`src/rtl/ccc_lock_supervisor.sv`:
```
`default_nettype none
// ============================================================================
// Module      : ccc_lock_supervisor
// Description : Qualifies CCC lock and GLB frequency, gates the fabric reset.
// Revision    : 1.0 - initial release
// ============================================================================
module ccc_lock_supervisor #(
    parameter int SYNC_STAGES        = 2,
    parameter int LOCK_STABLE_CYCLES = 1024,
    parameter int REF_WINDOW         = 256,
    parameter int EXP_EDGES          = 85,
    parameter int TOL                = 2,
    parameter int CNT_W              = 10
) (
    input  logic             FAB_CLK,
    input  logic             M2F_RESET_N,
    input  logic             FAB_LOCK,
    input  logic             GLB,
    input  logic             CLR_FAULT,
    output logic             FABRIC_RESET_N,
    output logic             READY,
    output logic             FAULT,
    output logic [CNT_W-1:0] LAST_EDGES,
    output logic [7:0]       LOSS_CNT,
    output logic [2:0]       STATE
);

    localparam int STAB_W = (LOCK_STABLE_CYCLES > 1) ? $clog2(LOCK_STABLE_CYCLES) : 1;
    localparam int WIN_W  = (REF_WINDOW > 1) ? $clog2(REF_WINDOW) : 1;

    localparam logic [STAB_W-1:0] c_stab_last = STAB_W'(LOCK_STABLE_CYCLES - 1);
    localparam logic [WIN_W-1:0]  c_win_last  = WIN_W'(REF_WINDOW - 1);
    localparam logic [CNT_W-1:0]  c_exp       = CNT_W'(EXP_EDGES);
    localparam logic [CNT_W-1:0]  c_tol       = CNT_W'(TOL);

    typedef enum logic [2:0] {
        S_WAIT_LOCK = 3'd0,
        S_STABLE    = 3'd1,
        S_MEASURE   = 3'd2,
        S_RUN       = 3'd3,
        S_FAULT     = 3'd4
    } state_t;

    state_t                  r_state;
    state_t                  w_next;
    logic [SYNC_STAGES-1:0]  r_lock_sync;
    logic [SYNC_STAGES-1:0]  r_glb_sync;
    logic                    r_glb_d;
    logic [STAB_W-1:0]       r_stab_cnt;
    logic [WIN_W-1:0]        r_win_cnt;
    logic [CNT_W-1:0]        r_edge_cnt;

    logic                    w_lock_s;
    logic                    w_glb_s;
    logic                    w_rise;
    logic                    w_windowing;
    logic                    w_win_end;
    logic [CNT_W-1:0]        w_total;
    logic [CNT_W-1:0]        w_diff;
    logic                    w_pass;

    assign w_lock_s    = r_lock_sync[SYNC_STAGES-1];
    assign w_glb_s     = r_glb_sync[SYNC_STAGES-1];
    assign w_rise      = w_glb_s & ~r_glb_d;
    assign w_windowing = (r_state == S_MEASURE) || (r_state == S_RUN);
    assign w_win_end   = w_windowing && (r_win_cnt == c_win_last);

    // Running count including this cycle's rise; saturates rather than wrapping.
    assign w_total = (&r_edge_cnt) ? r_edge_cnt : (r_edge_cnt + CNT_W'(w_rise));
    assign w_diff  = (w_total >= c_exp) ? (w_total - c_exp) : (c_exp - w_total);
    assign w_pass  = (w_diff <= c_tol);

    always_comb begin
        w_next = r_state;
        case (r_state)
            S_WAIT_LOCK: if (w_lock_s) w_next = S_STABLE;
            S_STABLE: begin
                if (!w_lock_s)                      w_next = S_WAIT_LOCK;
                else if (r_stab_cnt == c_stab_last) w_next = S_MEASURE;
            end
            S_MEASURE: begin
                if (!w_lock_s)      w_next = S_WAIT_LOCK;
                else if (w_win_end) w_next = w_pass ? S_RUN : S_FAULT;
            end
            S_RUN: begin
                if (!w_lock_s)                 w_next = S_WAIT_LOCK;
                else if (w_win_end && !w_pass) w_next = S_FAULT;
            end
            S_FAULT:     if (CLR_FAULT) w_next = S_WAIT_LOCK;
            default:     w_next = S_WAIT_LOCK;
        endcase
    end

    always_ff @(posedge FAB_CLK or negedge M2F_RESET_N) begin
        if (!M2F_RESET_N) begin
            r_state        <= S_WAIT_LOCK;
            r_lock_sync    <= '0;
            r_glb_sync     <= '0;
            r_glb_d        <= 1'b0;
            r_stab_cnt     <= '0;
            r_win_cnt      <= '0;
            r_edge_cnt     <= '0;
            FABRIC_RESET_N <= 1'b0;
            READY          <= 1'b0;
            FAULT          <= 1'b0;
            LAST_EDGES     <= '0;
            LOSS_CNT       <= '0;
        end else begin
            r_lock_sync    <= {r_lock_sync[SYNC_STAGES-2:0], FAB_LOCK};
            r_glb_sync     <= {r_glb_sync[SYNC_STAGES-2:0], GLB};
            r_glb_d        <= w_glb_s;
            r_state        <= w_next;
            FABRIC_RESET_N <= (w_next == S_RUN);
            READY          <= (w_next == S_RUN);
            FAULT          <= (w_next == S_FAULT);

            if (r_state == S_STABLE) r_stab_cnt <= r_stab_cnt + STAB_W'(1);
            else                     r_stab_cnt <= '0;

            // Windows run back-to-back; LAST_EDGES updates even when lock loss wins.
            if (w_win_end) begin
                LAST_EDGES <= w_total;
                r_win_cnt  <= '0;
                r_edge_cnt <= '0;
            end else if (w_windowing) begin
                r_win_cnt  <= r_win_cnt + WIN_W'(1);
                r_edge_cnt <= w_total;
            end else begin
                r_win_cnt  <= '0;
                r_edge_cnt <= '0;
            end

            if ((r_state == S_RUN) && !w_lock_s && (LOSS_CNT != 8'hFF))
                LOSS_CNT <= LOSS_CNT + 8'd1;
        end
    end

    assign STATE = r_state;

endmodule
`default_nettype wire

```
`config.mk`:
```
export PLATFORM = sky130hd
export DESIGN_NAME = ccc_lock_supervisor
export DESIGN_NICKNAME = d
export VERILOG_FILES = /design/src/rtl/ccc_lock_supervisor.sv
export SDC_FILE = /design/constraint.sdc
export NUM_CORES = 1
export LEC_CHECK = 0
export CORE_UTILIZATION = 60
export DETAILED_ROUTE_END_ITERATION = 6
export PLACE_DENSITY_LB_ADDON = 0.1
export SYNTH_ARGS = -nofsm -noshare
export SYNTH_HDL_FRONTEND = slang
export SYNTH_SLANG_ARGS = --single-unit
```
`constraint.sdc`:
```
create_clock -name FAB_CLK -period 5.5 [get_ports FAB_CLK]
set_input_delay 0.825 -clock FAB_CLK [delete_from_list [all_inputs] [get_ports FAB_CLK]]
set_output_delay 0.825 -clock FAB_CLK [all_outputs]
set_load 0.1 [all_outputs]
```
==> impl_metrics.tcl, run 1 <==
set metrics [dict create \
    ctsResizeCount 0 \
    slew_viol_final 0 \
    avgSynthCellArea_sq_um 9.68 \
    cts_tree "yes" \
    cts.clk_slew.worst_paths_ns 0.10 \
    synth_top_family_by_area "simple AND/OR/NAND/NOR gates" \
    row_count 26 \
    yosys.area_share.simple_pct 22.9 \
    vias 2540 \
    num-nets-final 373 \
    clock_skew_ns 0.00860 \
    critPathMaxFanout 10 \
    place_ws_ns 1.81 \
    synth_top_area_share_pct 43.5 \
    grt_util_all_layers_pct 25.4 \
    dp_cells 420 \
    final_layout_size_suffix_gt1_share_pct 9.50 \
    numCtsBuffers 5 \
    maxCapViolations 0 \
    setup_viol 0 \
    grt_pass1_wl_um 10800 \
    finalHoldViolCount 0 \
    ys_seq_area_share_pct 43.5 \
    die_w_um 75.3 \
    synthFlopType "dfrtp_1" \
    wl_per_cell_um 15.5 \
    cts_max_path_buffers 2 \
    worst_setup_path_start_kind "register" \
    hold_path.class "register to register" \
    dp_hpwl_um 4840 \
    htree_levels 2 \
    synthTopCellsByArea "dfrtp_1, nor2_1, xor2_1" \
    final.setup.tns_ns 0 \
    synthCells 333 \
    layout_worst_path_cycle_share_pct 67.8 \
    worstPathArrival_ns 3.93 \
    timing.final.ws_setup_ns 1.77 \
    grt_overflow 0 \
    rsz0062_at_grt "false" \
    fmax_mhz 268 \
    p_leak_nw 1.61 \
    critPathKind "register to register" \
    yosys_register_bits 56 \
    ant_nets 0 \
    numPortBuffers 28 \
    start_util_pct 62.7 \
    io_pins 29 \
    cp_data_required_time_ns 5.70 \
    synth_mux_area_share_pct 1.90 \
    worstMarginPinSlew_ns 0.984 \
    ff2ff_setup_slack_ns 1.77 \
    grt_pass1_vias 2301 \
    period_needed_ns 3.73 \
    cts_setup_buffers 0 \
    synth-adder-area-share_pct 4.27 \
    synth-async-reset-ratio_pct 100 \
    hold_slack_ns 0.364 \
    routed_wl_um 6650 \
    core-area_sq_mm 0.00514 \
    fin_cells 428 \
    antenna_found_initial 0 \
    drc 0 \
    place.gp.congestion 0.978 \
    n_antenna_cell 0 \
    yosysWarnings 0 \
    power_w 0.000675 \
    ir_worst_vdd_mv 0.167 \
    synth_cell_types 64 \
    fp.dieArea_sq_mm 0.00567 \
    cts_sinks 56 \
    status "completed" \
    die_h_um 75.3 \
    synth_compound_area_share_pct 16.2 \
    synth_edf_count 0 \
    firstDrtPassIters 5 \
    grt_max_degree 57 \
    synth_xor_area_share_pct 7.06 \
    cts-root-buf "clkbuf_8" \
    crit_path_end_kind "register" \
    syn_nets 349 \
    area_growth_pct 11.4 \
    pwr_density_cell_mw_per_mm2 188 \
    vias_per_cell 5.93 \
    worst_skew_pair.late_latency_ns 0.30 \
    ctsHoldBuffers 0 \
    slew-limit-headroom_pct 34.2 \
    synth_area_leader_cell "dfrtp_1" \
    synthesis.area_sq_mm 0.00322 \
    drt_iter0_markers 148 \
]
[layer usage]
| metal | wire length, um | global-route usage [%] | vias to the layer above |
|---|---|---|---|
| met4 | 182 | 10.7 | 0 |
| met3 | 283 | 3.97 | 16 |
| met2 | 3210 | 40.7 | 73 |
| met5 | 0 | 0 | - |
| li1 | - | - | 1233 |
| met1 | 2980 | 34.8 | 1218 |
[cell usage after synthesis, types with 2 or more instances]
master    number
mux2_4         2
inv_1         10
clkbuf_1       4
o211ai_1       3
and4_1         3
nand2b_1       2
o21ai_1        4
and2_1         3
nand2_1       34
o21ai_0       15
o22ai_1        5
nor2_1        40
and3_1         9
a21oi_1        6
o211ai_2       2
a211oi_2       2
nor2b_1        4
a21o_1         5
nand3_1       23
nor4_1         2
xnor2_1       10
or2_2          2
or3_1          2
ha_1          11
clkbuf_8       4
buf_2          2
mux2i_1        2
a211oi_1       4
nand4_1        7
dfrtp_1       56
nor3_1         5
xor2_1        16
a31oi_1        3
[final timing paths]
path                                     from            end  cells past startpoint
min in group asynchronous         M2F_RESET_N  r_stab_cnt[5]                      2
worst min register to register  r_glb_sync[0]  r_glb_sync[1]                      0
max in group asynchronous         M2F_RESET_N    LOSS_CNT[6]                      2
worst min-delay path            r_glb_sync[0]  r_glb_sync[1]                      0
worst max-delay path                  r_glb_d       STATE[2]                     14
worst max register to register        r_glb_d       STATE[2]                     14
[report_power, final]
group	total [W]	internal (W)	switching (W)
combinational	0.0000239	0.00000725	0.0000167
sequential	0.000418	0.000415	0.00000279
clock	0.000233	0.000103	0.000129
total	0.000675	0.000526	0.000149
[stage by stage]
stage | instance area (sq um) | utilization [%]
3_5_place_dp | 3500 | 68.0
3_3_place_gp | 3500 | 68.0
5_1_grt | 3590 | 69.9
4_1_cts | 3590 | 69.9
2_1_floorplan | 3220 | -
6_report | 3590 | 69.9
[critical path, cell delays in order (launching register included)]
cell	delay (ns)
dfrtp_1	0.37
nor2b_1	0.12
ha_1	0.25
ha_1	0.41
xor2_1	0.22
a31oi_2	0.37
inv_1	0.18
ha_1	0.26
a21o_1	0.20
or3_1	0.30
o21ai_1	0.14
a31oi_1	0.14
o32ai_4	0.40
o31ai_2	0.12
a21o_1	0.16
[cell families (layout without fill, tap and decap cells)]
kind of cell | count (synthesis) | in the layout
compound gates | 67 | 67
flops | 56 | 56
mux | 5 | 5
buf+inv | 22 | 47
xor+xnor | 26 | 26
fa+ha+maj | 11 | 11
simple gates | 146 | 146
[sequential cells by signal, indices dropped and copies added (netlist names)]
| register | flops |
|---|---|
| LAST_EDGES | 10 |
| r_edge_cnt | 10 |
| r_stab_cnt | 10 |
| LOSS_CNT | 8 |
| r_win_cnt | 8 |
| STATE | 3 |
| r_glb_sync | 2 |
| r_lock_sync | 2 |
| FAULT | 1 |
| READY | 1 |
| r_glb_d | 1 |
[cells in the final DEF (no fill, tap or decap), types with 2 or more instances in the layout]
master	instances
and4_1	3
a211oi_1	4
mux2_4	2
a211oi_2	2
a21o_1	5
mux2i_1	2
nand4_1	7
xor2_1	16
inv_1	10
nor4_1	2
o21ai_0	15
nor3_1	5
o211ai_2	2
ha_1	11
clkbuf_8	6
xnor2_1	10
a21oi_1	6
nand2_1	34
or3_1	2
nand3_1	23
or2_2	2
and2_1	3
nand2b_1	2
o211ai_1	3
clkdlybuf4s50_1	27
o22ai_1	5
and3_1	9
dfrtp_1	56
nor2b_1	4
o21ai_1	4
nor2_1	40
a31oi_1	3
[area by class of cell]
type / count / area (sq um)
Timing Repair Buffer: 29 / 283
Fill cell: 422 / 1550
Inverter: 10 / 37.5
Clock buffer: 6 / 82.6
Tap cell: 70 / 87.6
Multi-Input combinational cell: 255 / 1690
Clock inverter: 2 / 13.8
Sequential cell: 56 / 1400
Note: power is estimated with default switching activity, not from simulation.
==> run 2, diff against run 1 <==
- CORE_UTILIZATION: 60 -> 58
- clock period: 5.5 -> 3.7 ns (I/O delays scaled with it)
==> impl_metrics.tcl, run 2 (synthesized netlist as in run 1, its figures left out) <==
set metrics [dict create \
    cts.clk_slew.worst_paths_ns 0.10 \
    period_needed_ns 3.44 \
    ant_nets 0 \
    wl_per_cell_um 15.8 \
    finalHoldViolCount 0 \
    drc 0 \
    worst_skew_pair.late_latency_ns 0.31 \
    hold_path.class "input port to async pin" \
    num-nets-final 378 \
    final.setup.tns_ns 0 \
    die_h_um 76.6 \
    cts-root-buf "clkbuf_8" \
    rsz0062_at_grt "false" \
    io_pins 29 \
    timing.final.ws_setup_ns 0.256 \
    numCtsBuffers 5 \
    n_antenna_cell 0 \
    drt_iter0_markers 212 \
    firstDrtPassIters 7 \
    die_w_um 76.6 \
    antenna_found_initial 0 \
    fp.dieArea_sq_mm 0.00586 \
    worst_setup_path_start_kind "register" \
    grt_pass1_vias 2472 \
    cp_data_required_time_ns 3.91 \
    numPortBuffers 28 \
    critPathMaxFanout 10 \
    cpPeakStageDelay_ns 0.37 \
    worstMarginPinSlew_ns 0.988 \
    slew-limit-headroom_pct 33.9 \
    dp_hpwl_um 5010 \
    place_ws_ns 0.220 \
    timing.rr.end "STATE[2]" \
    cts_max_path_buffers 2 \
    cp_top_family "compound AO/OA/AOI/OAI gates" \
    final_layout_size_suffix_gt1_share_pct 11.0 \
    core-area_sq_mm 0.00524 \
    p_leak_nw 1.64 \
    cts_setup_buffers 0 \
    htree_levels 2 \
    maxCapViolations 0 \
    critPathKind "register to register" \
    rr_startpoint "r_glb_d" \
    grt_util_all_layers_pct 25.3 \
    setup_viol 0 \
    reg2regPathDepth 14 \
    area_growth_pct 13.4 \
    grt_max_degree 36 \
    slew_viol_final 0 \
    cts_tree "yes" \
    path_buf_inv 1 \
    row_count 26 \
    top_regs "LAST_EDGES: 10 flops, r_edge_cnt: 10 flops, r_stab_cnt: 10 flops" \
    ff2ff_setup_slack_ns 0.26 \
    pwr_density_cell_mw_per_mm2 294 \
    grt_pass1_wl_um 11700 \
    place.gp.congestion 0.931 \
    vias_per_cell 6.04 \
    layout_worst_path_cycle_share_pct 93.1 \
    start_util_pct 61.6 \
    crit_path_cell_trace "nor2b_1 > ha_1 > ha_2 > xor2_1 > a31oi_2 > inv_1 > ha_1 > a21o_1 > or3_1 > o21ai_1 > a31oi_1 > o32ai_4 > o31ai_2 > a21o_1" \
    cts_sinks 56 \
    final_common_cell "dfrtp_1" \
    worstPathArrival_ns 3.65 \
    vias 2615 \
    status "completed" \
    crit_path_end_kind "register" \
    grt_overflow 0 \
    clock_skew_ns 0.0108 \
    routed_wl_um 6830 \
    fmax_mhz 290 \
    critPathSlowestCell "dfrtp_1" \
    final_cell_mix "dfrtp_1, nor2_1, nand2_1" \
    ir_worst_vdd_mv 0.204 \
]
[run 2: per-stage QoR]
stage                     hold slack (ns)  power, W  cell area, sq um  utilization (%)  std cells
final                               0.305   0.00108              3660             69.8        433
after global routing                0.375   0.00111              3660             69.8        433
after CTS                           0.325   0.00109              3650             69.8        433
after detailed placement            0.336  0.000672              3530             67.5        425
after global placement              0.333  0.000671              3530             67.5        425
after floorplan                     0.259  0.000649              3220                -        333
[run 2: how the worst max path moves through the flow]
stage / startpoint / end / slack (ns) / cells after the start
2_1_floorplan: r_glb_sync[1] / FAULT / 0.53 / 15
3_5_place_dp: r_glb_d / STATE[2] / 0.22 / 14
5_1_grt: r_glb_d / STATE[2] / 0.005 / 14
3_3_place_gp: r_glb_d / FAULT / 0.34 / 14
4_1_cts: r_glb_d / STATE[2] / 0.18 / 14
6_report: r_glb_d / STATE[2] / 0.26 / 14
[run 2: area by class of cell]
cell class	count	area [sq um]
Clock buffer	6	82.6
Clock inverter	2	38.8
Fill cell	409	1580
Inverter	10	37.5
Multi-Input combinational cell	255	1690
Sequential cell	56	1400
Tap cell	70	87.6
Timing Repair Buffer	34	320
[run 2: per-layer routing]
metal / vias up / GRT usage, % / part of all wire (%)
met5: - / 0 / 0
met2: 95 / 40.5 / 47
met1: 1251 / 33.6 / 44
met4: 0 / 13.7 / 4.2
li1: 1245 / - / -
met3: 24 / 3.35 / 5.1
[run 2: power breakdown]
part           internal (W)  switching (W)
logic             0.0000114      0.0000256
clock network      0.000221       0.000195
registers          0.000618     0.00000417
[run 2: timing repair]
item | in CTS | in global routing
gates resized for setup | 0 | 1
hold buffers | 0 | 0
setup endpoints to repair | 0 | 5
==> run 3, diff against run 2 <==
- GPL_ROUTABILITY_DRIVEN: unset -> 0
- TNS_END_PERCENT: unset -> 20
==> impl_metrics.tcl, run 3 (synthesized netlist as in run 1, its figures left out) <==
set metrics [dict create \
    swShare_pct 20.1 \
    fp.dieArea_sq_mm 0.00586 \
    path_buf_inv 0 \
    numPortBuffers 28 \
    drc 0 \
    worst_setup_path_start_kind "register" \
    reg2regPathDepth 11 \
    htree_levels 2 \
    power.share.sequential_pct 60.3 \
    clockPowerShare_pct 36.1 \
    slew_viol_final 0 \
    io_pins 29 \
    critPathMaxFanout 9 \
    design_area_sq_mm 0.00366 \
    cp_common_cell "nor3_1" \
    dp_hpwl_um 5000 \
    die_h_um 76.6 \
    met3_usage_pct 3.83 \
    start_util_pct 61.6 \
    cts.clk_slew.worst_paths_ns 0.09 \
    worst_skew_pair.late_latency_ns 0.30 \
    ir_worst_vdd_mv 0.288 \
    core-area_sq_mm 0.00524 \
    top_regs "LAST_EDGES: 10 flops, r_edge_cnt: 10 flops, r_stab_cnt: 10 flops" \
    firstDrtPassIters 4 \
    layout_worst_path_cycle_share_pct 91.0 \
    num-nets-final 379 \
    power_w 0.00103 \
    crit_path_end_kind "register" \
    p_int_w 0.000823 \
    fmax_mhz 297 \
    ctsHoldBuffers 0 \
    cp_top_family "compound AO/OA/AOI/OAI gates" \
    final_cell_mix "dfrtp_1, nor2_1, nand2_1" \
    rsz0062_at_grt "false" \
    ctsResizeCount 0 \
    switchingPower_w 0.000207 \
    final_common_cell "dfrtp_1" \
    fill_cells 428 \
    hold_slack_ns 0.310 \
    rr_startpoint "r_edge_cnt[1]" \
    cts_tree "yes" \
    critPathKind "register to register" \
    antenna_found_initial 0 \
    cts-root-buf "clkbuf_8" \
    worstPathArrival_ns 3.54 \
    row_count 26 \
    grt_pass1_vias 2518 \
    drt_iter0_markers 160 \
    ant_nets 0 \
    cp_data_required_time_ns 3.88 \
    worstMarginPinSlew_ns 0.984 \
    grt_util_all_layers_pct 25.5 \
    setup_viol 0 \
    grt_pass1_wl_um 11800 \
    slew-limit-headroom_pct 34.2 \
    vias_per_cell 5.89 \
    cts_setup_buffers 0 \
    placed_area_sq_mm 0.00354 \
    area_growth_pct 13.5 \
    met1_usage_pct 32.8 \
    grt_overflow 0 \
    final_util_pct 69.9 \
    finalHoldViolCount 0 \
    p_leak_nw 1.63 \
    cts_sinks 56 \
    grt_util_met2_pct 43.3 \
    routed_wl_um 6740 \
    cpPeakStageDelay_ns 0.53 \
    status "completed" \
    period_needed_ns 3.37 \
    n_antenna_cell 0 \
    final_layout_size_suffix_gt1_share_pct 11.0 \
    cts_max_path_buffers 2 \
    ff2ff_setup_slack_ns 0.33 \
    crit_path_cell_trace "nand4_4 > nor3_1 > nor2_1 > ha_1 > o22a_1 > o211ai_1 > nor3_1 > o21ai_2 > mux2_4 > o211ai_2 > o21ai_1" \
    hold_path.class "input port to async pin" \
    power_frac_comb_pct 3.6 \
    die_w_um 76.6 \
    maxCapViolations 0 \
    numCtsBuffers 5 \
    vias 2545 \
    grt_busiest_layer "met2" \
    pwr_density_cell_mw_per_mm2 282 \
    final.setup.tns_ns 0 \
    timing.rr.end "READY" \
    grt_max_degree 35 \
    clock_skew_ns 0.00567 \
    wl_per_cell_um 15.6 \
    critPathSlowestCell "dfrtp_1" \
]
run 3: worst max-delay path by stage:
stage / startpoint / end / slack (ns) / cells past startpoint
2_1_floorplan: r_glb_sync[1] / FAULT / 0.53 / 15
3_3_place_gp: r_glb_d / FAULT / 0.32 / 14
3_5_place_dp: r_glb_d / STATE[2] / 0.19 / 14
4_1_cts: r_glb_d / STATE[2] / 0.16 / 14
5_1_grt: r_glb_d / FAULT / 0.05 / 14
6_report: r_edge_cnt[1] / READY / 0.33 / 11
run 3: layout make-up:
class | instances | area [sq um] | area share (%)
multi-input cells | 255 | 1710 | 46.6
flip-flops and latches | 56 | 1400 | 38.3
repair buffers | 35 | 328 | 8.96
well taps | 70 | 87.6 | 2.39
clock buffers | 5 | 68.8 | 1.88
inverters | 10 | 37.5 | 1.03
clock inverters | 1 | 30.0 | 0.821
run 3: per-layer routing:
metal  share of wire, %  vias up
met2                 50       60
met1                 45     1233
met3                4.1        8
met5                  0        -
met4               0.88        0
li1                   -     1244
run 3: power groups by stage:
stage	logic, W	registers, W	clock network (W)
global route	0.0000428	0.000623	0.000403
detailed placement	0.0000378	0.000634	0
finish	0.0000370	0.000622	0.000372
global placement	0.0000371	0.000634	0
floorplan	0.0000123	0.000637	0
CTS	0.0000380	0.000622	0.000385
run 3: stage by stage:
stage / cells / setup slack, ns
floorplan: 333 / 0.527
global placement: 426 / 0.321
global route: 432 / 0.0502
finish: 432 / 0.333
detailed placement: 426 / 0.187
CTS: 432 / 0.161
